===== src/rtl/mem_arbiter.sv =====
// rtl/mem_arbiter.sv - two-port arbiter sharing a single-port word RAM with one-cycle registered read
// One pending slot per port, round-robin or fixed-priority grant, read data routed back to the issuing port.
module mem_arbiter #(
  parameter bit FIXED_PRIORITY = 1'b0
) (
  input  logic        clk,
  input  logic        reset,
  input  logic [31:0] a_addr,
  input  logic        a_rstrb,
  input  logic [31:0] a_wdata,
  input  logic [3:0]  a_wmask,
  output logic [31:0] a_rdata,
  output logic        a_busy,
  input  logic [31:0] b_addr,
  input  logic        b_rstrb,
  input  logic [31:0] b_wdata,
  input  logic [3:0]  b_wmask,
  output logic [31:0] b_rdata,
  output logic        b_busy,
  output logic [31:0] m_addr,
  output logic        m_rstrb,
  output logic [31:0] m_wdata,
  output logic [3:0]  m_wmask,
  input  logic [31:0] m_rdata
);

  typedef enum logic {IDLE, RDATA} state_t;

  state_t      state_q, state_d;
  logic        owner_q, owner_d;
  logic        last_q, last_d;
  logic        a_vld_q, a_vld_d, b_vld_q, b_vld_d;
  logic        a_rd_q, a_rd_d, b_rd_q, b_rd_d;
  logic [31:0] a_addr_q, a_addr_d, b_addr_q, b_addr_d;
  logic [31:0] a_wdata_q, a_wdata_d, b_wdata_q, b_wdata_d;
  logic [3:0]  a_wmask_q, a_wmask_d, b_wmask_q, b_wmask_d;
  logic [31:0] a_rdata_q, a_rdata_d, b_rdata_q, b_rdata_d;
  logic        a_win, b_win;

  assign a_rdata = a_rdata_q;
  assign b_rdata = b_rdata_q;

  always_comb begin
    state_d   = state_q;
    owner_d   = owner_q;
    last_d    = last_q;
    a_vld_d   = a_vld_q;
    a_rd_d    = a_rd_q;
    a_addr_d  = a_addr_q;
    a_wdata_d = a_wdata_q;
    a_wmask_d = a_wmask_q;
    b_vld_d   = b_vld_q;
    b_rd_d    = b_rd_q;
    b_addr_d  = b_addr_q;
    b_wdata_d = b_wdata_q;
    b_wmask_d = b_wmask_q;
    a_rdata_d = a_rdata_q;
    b_rdata_d = b_rdata_q;
    m_addr    = 32'h0;
    m_rstrb   = 1'b0;
    m_wdata   = 32'h0;
    m_wmask   = 4'h0;

    a_busy = a_vld_q | ((state_q == RDATA) & ~owner_q);
    b_busy = b_vld_q | ((state_q == RDATA) & owner_q);

    // last_q = 1 means B was granted last, so A takes the next tie
    a_win = a_vld_q & (~b_vld_q | FIXED_PRIORITY | last_q);
    b_win = b_vld_q & ~a_win;

    if (state_q == IDLE) begin
      if (a_win) begin
        m_addr  = a_addr_q;
        m_wdata = a_wdata_q;
        a_vld_d = 1'b0;
        last_d  = 1'b0;
        if (a_rd_q) begin
          m_rstrb = 1'b1;
          owner_d = 1'b0;
          state_d = RDATA;
        end else begin
          m_wmask = a_wmask_q;
        end
      end else if (b_win) begin
        m_addr  = b_addr_q;
        m_wdata = b_wdata_q;
        b_vld_d = 1'b0;
        last_d  = 1'b1;
        if (b_rd_q) begin
          m_rstrb = 1'b1;
          owner_d = 1'b1;
          state_d = RDATA;
        end else begin
          m_wmask = b_wmask_q;
        end
      end
    end else begin
      if (owner_q) b_rdata_d = m_rdata;
      else         a_rdata_d = m_rdata;
      state_d = IDLE;
    end

    if (!a_busy && (a_rstrb || (a_wmask != 4'h0))) begin
      a_vld_d   = 1'b1;
      a_rd_d    = (a_wmask == 4'h0);
      a_addr_d  = a_addr;
      a_wdata_d = a_wdata;
      a_wmask_d = a_wmask;
    end
    if (!b_busy && (b_rstrb || (b_wmask != 4'h0))) begin
      b_vld_d   = 1'b1;
      b_rd_d    = (b_wmask == 4'h0);
      b_addr_d  = b_addr;
      b_wdata_d = b_wdata;
      b_wmask_d = b_wmask;
    end

    // A pending write must never reach the RAM during a reset cycle
    if (reset) begin
      m_wmask = 4'h0;
      m_rstrb = 1'b0;
    end
  end

  always_ff @(posedge clk) begin
    if (reset) begin
      state_q   <= IDLE;
      owner_q   <= 1'b0;
      last_q    <= 1'b1;
      a_vld_q   <= 1'b0;
      a_rd_q    <= 1'b0;
      a_addr_q  <= 32'h0;
      a_wdata_q <= 32'h0;
      a_wmask_q <= 4'h0;
      b_vld_q   <= 1'b0;
      b_rd_q    <= 1'b0;
      b_addr_q  <= 32'h0;
      b_wdata_q <= 32'h0;
      b_wmask_q <= 4'h0;
      a_rdata_q <= 32'h0;
      b_rdata_q <= 32'h0;
    end else begin
      state_q   <= state_d;
      owner_q   <= owner_d;
      last_q    <= last_d;
      a_vld_q   <= a_vld_d;
      a_rd_q    <= a_rd_d;
      a_addr_q  <= a_addr_d;
      a_wdata_q <= a_wdata_d;
      a_wmask_q <= a_wmask_d;
      b_vld_q   <= b_vld_d;
      b_rd_q    <= b_rd_d;
      b_addr_q  <= b_addr_d;
      b_wdata_q <= b_wdata_d;
      b_wmask_q <= b_wmask_d;
      a_rdata_q <= a_rdata_d;
      b_rdata_q <= b_rdata_d;
    end
  end

endmodule


===== config.mk =====
export PLATFORM = sky130hd
export DESIGN_NAME = mem_arbiter
export DESIGN_NICKNAME = d
export VERILOG_FILES = /design/src/rtl/mem_arbiter.sv
export SDC_FILE = /design/constraint.sdc
export NUM_CORES = 1
export LEC_CHECK = 0
export CORE_ASPECT_RATIO = 0.9
export CORE_MARGIN = 2
export CORE_UTILIZATION = 44
export DETAILED_ROUTE_END_ITERATION = 12
export PLACE_DENSITY = 0.81
export SLEW_MARGIN = 15
export SYNTH_ARGS = -nofsm -noshare
export SYNTH_HDL_FRONTEND = slang
export SYNTH_SLANG_ARGS = --single-unit
export TNS_END_PERCENT = 20

===== constraint.sdc =====
create_clock -name clk -period 2.5 [get_ports clk]
set_input_delay 0.5 -clock clk [delete_from_list [all_inputs] [get_ports clk]]
set_output_delay 0.5 -clock clk [all_outputs]
set_load 0.03 [all_outputs]

==> flow_results.xml, run 1 <==
<?xml version="1.0" encoding="UTF-8"?>
<metrics>
  <group name="placement">
    <metric name="hpwl" unit="mm">17.2</metric>
    <metric name="pre_cts_slack" unit="ps">120</metric>
    <metric name="i_o_buffers" unit="">306</metric>
    <metric name="globalplace.congestion" unit="">0.838</metric>
  </group>
  <group name="sta">
    <metric name="clock-skew-final" unit="ps">13.7</metric>
    <metric name="timing.final.hold_violations" unit="">0</metric>
    <metric name="max_freq" unit="MHz">410</metric>
    <metric name="whs" unit="ps">394</metric>
    <metric name="totalNegativeSetupSlack" unit="ps">0</metric>
    <metric name="max-slew-margin-rel" unit="%">51.5</metric>
    <metric name="min_period_over_period" unit="%">97.5</metric>
    <metric name="final_slew_viol_count" unit="">0</metric>
    <metric name="timing.final.setup_violations" unit="">0</metric>
    <metric name="grt_setup_unrepaired" unit="">yes</metric>
    <metric name="fin_ws" unit="ps">62.3</metric>
    <metric name="transition_time_at_the_pin_with_the_least_slew_margin" unit="ps">727</metric>
    <metric name="final_period_minus_worst_setup_slack" unit="ps">2440</metric>
  </group>
  <group name="clock_tree">
    <metric name="cts-hold-fix-buffers" unit="">0</metric>
    <metric name="clock_sink_count" unit="">207</metric>
    <metric name="clock_tree.root_cell" unit="">sky130_fd_sc_hd__clkbuf_16</metric>
    <metric name="cts_tree" unit="">yes</metric>
    <metric name="clk_lat_worst_skew" unit="ps">510</metric>
    <metric name="clockBufferDepth" unit="">3</metric>
    <metric name="cts_inserted_buffers" unit="">22</metric>
    <metric name="path_clk_slew" unit="ps">60</metric>
    <metric name="post-cts-setup-buffer-count" unit="">0</metric>
    <metric name="h-tree-depth" unit="">1</metric>
  </group>
  <group name="critical_path">
    <metric name="cp_data_required_time" unit="ps">2000</metric>
    <metric name="crit_path_max_fanout" unit="">6</metric>
    <metric name="worstSetupStartpointType" unit="">flip-flop</metric>
    <metric name="crit_path_end_kind" unit="">output port</metric>
    <metric name="rr_endpoint" unit="">b_wdata_q[26]$_SDFFE_PP0P_</metric>
    <metric name="worstRegToRegCells" unit="">4</metric>
    <metric name="reg2reg_slack" unit="ps">820</metric>
    <metric name="critical_path_class" unit="">flip-flop to output port</metric>
    <metric name="worst-endpoint-arrival" unit="ps">1940</metric>
    <metric name="rr_startpoint" unit="">owner_q$_SDFFE_PP0P_</metric>
  </group>
  <group name="die">
    <metric name="io_pins" unit="">307</metric>
    <metric name="dieArea" unit="um^2">20600</metric>
    <metric name="fp.dieH" unit="um">136</metric>
    <metric name="initial_utilization" unit="%">44.8</metric>
    <metric name="placeableCoreArea" unit="um^2">19200</metric>
    <metric name="standard_cell_rows" unit="">48</metric>
    <metric name="die_width" unit="um">151</metric>
  </group>
  <group name="outcome">
    <metric name="status" unit="">complete, no violations</metric>
  </group>
  <group name="worst_hold_path">
    <metric name="hold_class" unit="">primary input to flip-flop</metric>
    <metric name="worst_hold_path.num_cells" unit="">3</metric>
    <metric name="holdPathEnd" unit="">last_q$_SDFFE_PP1P_</metric>
    <metric name="timing.hold.worst.start" unit="">reset</metric>
  </group>
  <group name="power_and_ir_drop">
    <metric name="peakVddDrop" unit="V">0.000477</metric>
    <metric name="cellLeakagePower" unit="nW">5.38</metric>
    <metric name="cellPowerDensity" unit="nW/um^2">703</metric>
  </group>
  <group name="drt">
    <metric name="via_count" unit="">7813</metric>
    <metric name="detail_route.wirelength" unit="mm">25.0</metric>
    <metric name="drt-vias-per-instance" unit="">5.07</metric>
    <metric name="final_antenna_net_count" unit="">0</metric>
    <metric name="route.detailed.wl_per_inst" unit="um">16.2</metric>
    <metric name="detailed_router_iteration_count_before_antenna_repair" unit="">4</metric>
    <metric name="remaining_drc_errors" unit="">0</metric>
    <metric name="number_of_drc_markers_in_iteration_0" unit="">344</metric>
  </group>
  <group name="synthesis">
    <metric name="syn_inst" unit="">1004</metric>
    <metric name="ys_types" unit="">30</metric>
    <metric name="yosysTopAreaCellShare" unit="%">48.3</metric>
    <metric name="synthesis.yosys.warnings" unit="">0</metric>
    <metric name="synthFlopType" unit="">sky130_fd_sc_hd__dfxtp_1</metric>
    <metric name="ys_ff_latch" unit="">207</metric>
    <metric name="netlist_top_cells_area" unit="">sky130_fd_sc_hd__dfxtp_1 48%, sky130_fd_sc_hd__nand2_1 18%, sky130_fd_sc_hd__mux2i_1 16%</metric>
    <metric name="synth_enable_flop_cells" unit="">0</metric>
    <metric name="synthDominantAreaCellType" unit="">sky130_fd_sc_hd__dfxtp_1</metric>
    <metric name="syn-mean-instance-area" unit="um^2">8.55</metric>
    <metric name="mappedNetlistArea" unit="um^2">8580</metric>
    <metric name="mappedNetlistNets" unit="">1176</metric>
    <metric name="sequential_element_share_of_the_synthesized_area" unit="%">48.3</metric>
    <metric name="synth_most_common_cell" unit="">sky130_fd_sc_hd__nand2_1</metric>
    <metric name="list_of_most_frequent_post_synthesis_cells" unit="">403 x sky130_fd_sc_hd__nand2_1, 207 x sky130_fd_sc_hd__dfxtp_1, 136 x sky130_fd_sc_hd__mux2i_1, 72 x sky130_fd_sc_hd__a21oi_1, 64 x sky130_fd_sc_hd__a22o_1</metric>
    <metric name="asyncSetResetFlopFracSynth" unit="%">0</metric>
  </group>
  <group name="layout">
    <metric name="fill_cells" unit="">1575</metric>
    <metric name="drive_above_1_share" unit="%">11.2</metric>
    <metric name="areaGrowthSynthToFinish" unit="%">46.7</metric>
    <metric name="final_core_utilization" unit="%">65.7</metric>
    <metric name="finish.net_count" unit="">1445</metric>
  </group>
  <group name="global_routing">
    <metric name="grt_util_all_layers" unit="%">22.8</metric>
    <metric name="overflow" unit="">0</metric>
    <metric name="antenna_violations_before_repair" unit="">2</metric>
    <metric name="grt_pass1_wl" unit="mm">37.5</metric>
    <metric name="grt_max_degree" unit="">121</metric>
    <metric name="first_global_vias" unit="">7454</metric>
  </group>
  <group name="run">
    <metric name="maxCapViolCount" unit="">0</metric>
  </group>
</metrics>
==> report_power, final <==
group          switching, mW  internal (mW)  leakage, nW
clock network           1.34           2.34        0.408
logic                  0.801          0.741         3.27
registers              0.117           3.51         1.70
total                   2.26           6.59         5.38
==> per-stage QoR <==
stage	total power, mW	instance area [um^2]	instances
2_1_floorplan	4.55	8580	1004
3_3_place_gp	5.19	11700	1498
3_5_place_dp	5.21	11700	1498
4_1_cts	8.88	12500	1538
5_1_grt	9.14	12600	1540
6_report	8.85	12600	1541
==> cells in the final DEF (no fill, tap or decap), types with 2 or more instances in the layout <==
| cell | n |
|---|---|
| sky130_fd_sc_hd__nand2_1 | 403 |
| sky130_fd_sc_hd__clkdlybuf4s50_1 | 235 |
| sky130_fd_sc_hd__dfxtp_1 | 204 |
| sky130_fd_sc_hd__mux2i_1 | 136 |
| sky130_fd_sc_hd__buf_4 | 81 |
| sky130_fd_sc_hd__a21oi_1 | 72 |
| sky130_fd_sc_hd__a22o_1 | 64 |
| sky130_fd_sc_hd__clkbuf_16 | 24 |
| sky130_fd_sc_hd__buf_12 | 9 |
| sky130_fd_sc_hd__clkbuf_8 | 5 |
| sky130_fd_sc_hd__bufinv_16 | 5 |
| sky130_fd_sc_hd__nand3b_1 | 4 |
| sky130_fd_sc_hd__nand4b_1 | 4 |
| sky130_fd_sc_hd__inv_1 | 4 |
| sky130_fd_sc_hd__clkinv_2 | 4 |
| sky130_fd_sc_hd__nand2b_1 | 3 |
| sky130_fd_sc_hd__dfxtp_2 | 3 |
| sky130_fd_sc_hd__diode_2 | 2 |
| sky130_fd_sc_hd__o21ai_0 | 2 |
| sky130_fd_sc_hd__a211oi_1 | 2 |
| sky130_fd_sc_hd__clkbuf_1 | 2 |
| sky130_fd_sc_hd__buf_6 | 2 |
==> worst max-delay path by stage <==
stage | startpoint | to | slack, ps | cells past startpoint
after floorplan | last_q$_SDFFE_PP1P_ | m_addr[22] | 300 | 6
after global placement | a_wmask[0] | a_addr_q[4]$_SDFFE_PP0P_ | 130 | 5
after detailed placement | a_wmask[0] | a_addr_q[19]$_SDFFE_PP0P_ | 120 | 5
after CTS | state_q$_DFF_P_ | m_addr[17] | 2 | 5
after global routing | owner_q$_SDFFE_PP0P_ | b_busy | -40 | 3
final | owner_q$_SDFFE_PP0P_ | b_busy | 60 | 3
==> worst max-delay path, stage by stage, from the launching register on <==
cell	delay, ps
sky130_fd_sc_hd__dfxtp_1	360
sky130_fd_sc_hd__a21oi_1	350
sky130_fd_sc_hd__inv_1	90
sky130_fd_sc_hd__clkdlybuf4s50_1	640
==> logic make-up (layout without fill, tap and decap cells) <==
family | after synthesis | count (layout) | synth area share, %
buf+inv | 90 | 375 | 4.72
simple gates | 422 | 422 | 19.2
compound gates | 149 | 149 | 11.9
flops | 207 | 207 | 48.3
mux | 136 | 136 | 15.9
other cells | 0 | 2 | 0
==> sequential cells by signal (all words and copies together), names as in the netlist, 4 cells and up <==
register / flops
a_wdata_q: 32
b_rdata: 32
b_wmask_q: 4
a_rdata: 32
b_wdata_q: 32
a_wmask_q: 4
b_addr_q: 32
a_addr_q: 32
==> repair_timing <==
item	in CTS	in global routing
resized for setup	3	7
endpoints found under the setup margin	28	63
gates cloned	0	1
==> layout make-up <==
cell class / count / area [um^2] / share of cell area, %
Timing Repair Buffer: 330 / 3210 / 25.5
Inverter: 5 / 26.3 / 0.209
Sequential cell: 207 / 4150 / 32.9
Multi-Input combinational cell: 707 / 4060 / 32.2
Clock buffer: 30 / 652 / 5.18
Clock inverter: 10 / 178 / 1.41
Tap cell: 250 / 313 / 2.48
Antenna cell: 2 / 5.00 / 0.0398
==> layer usage <==
metal / global-route usage (%) / wire length (um) / vias up
li1: - / - / 3886
met1: 27.0 / 10400 / 3592
met2: 38.9 / 11700 / 279
met3: 6.48 / 2040 / 56
met4: 8.88 / 887 / 0
met5: 0 / 0 / -
Note: power is estimated with default switching activity, not from simulation.
==> run 2, diff against run 1 <==
Settings changed: GPL_ROUTABILITY_DRIVEN from default to 0.
==> results of run 2 <==
Same layout as run 1: the final DEF is identical, and so are final timing and power.
==> run 3, diff against run 2 <==
Settings changed: HOLD_SLACK_MARGIN from default to 0.03.
==> results of run 3 <==
Same layout as run 1: the final DEF is identical, and so are final timing and power.
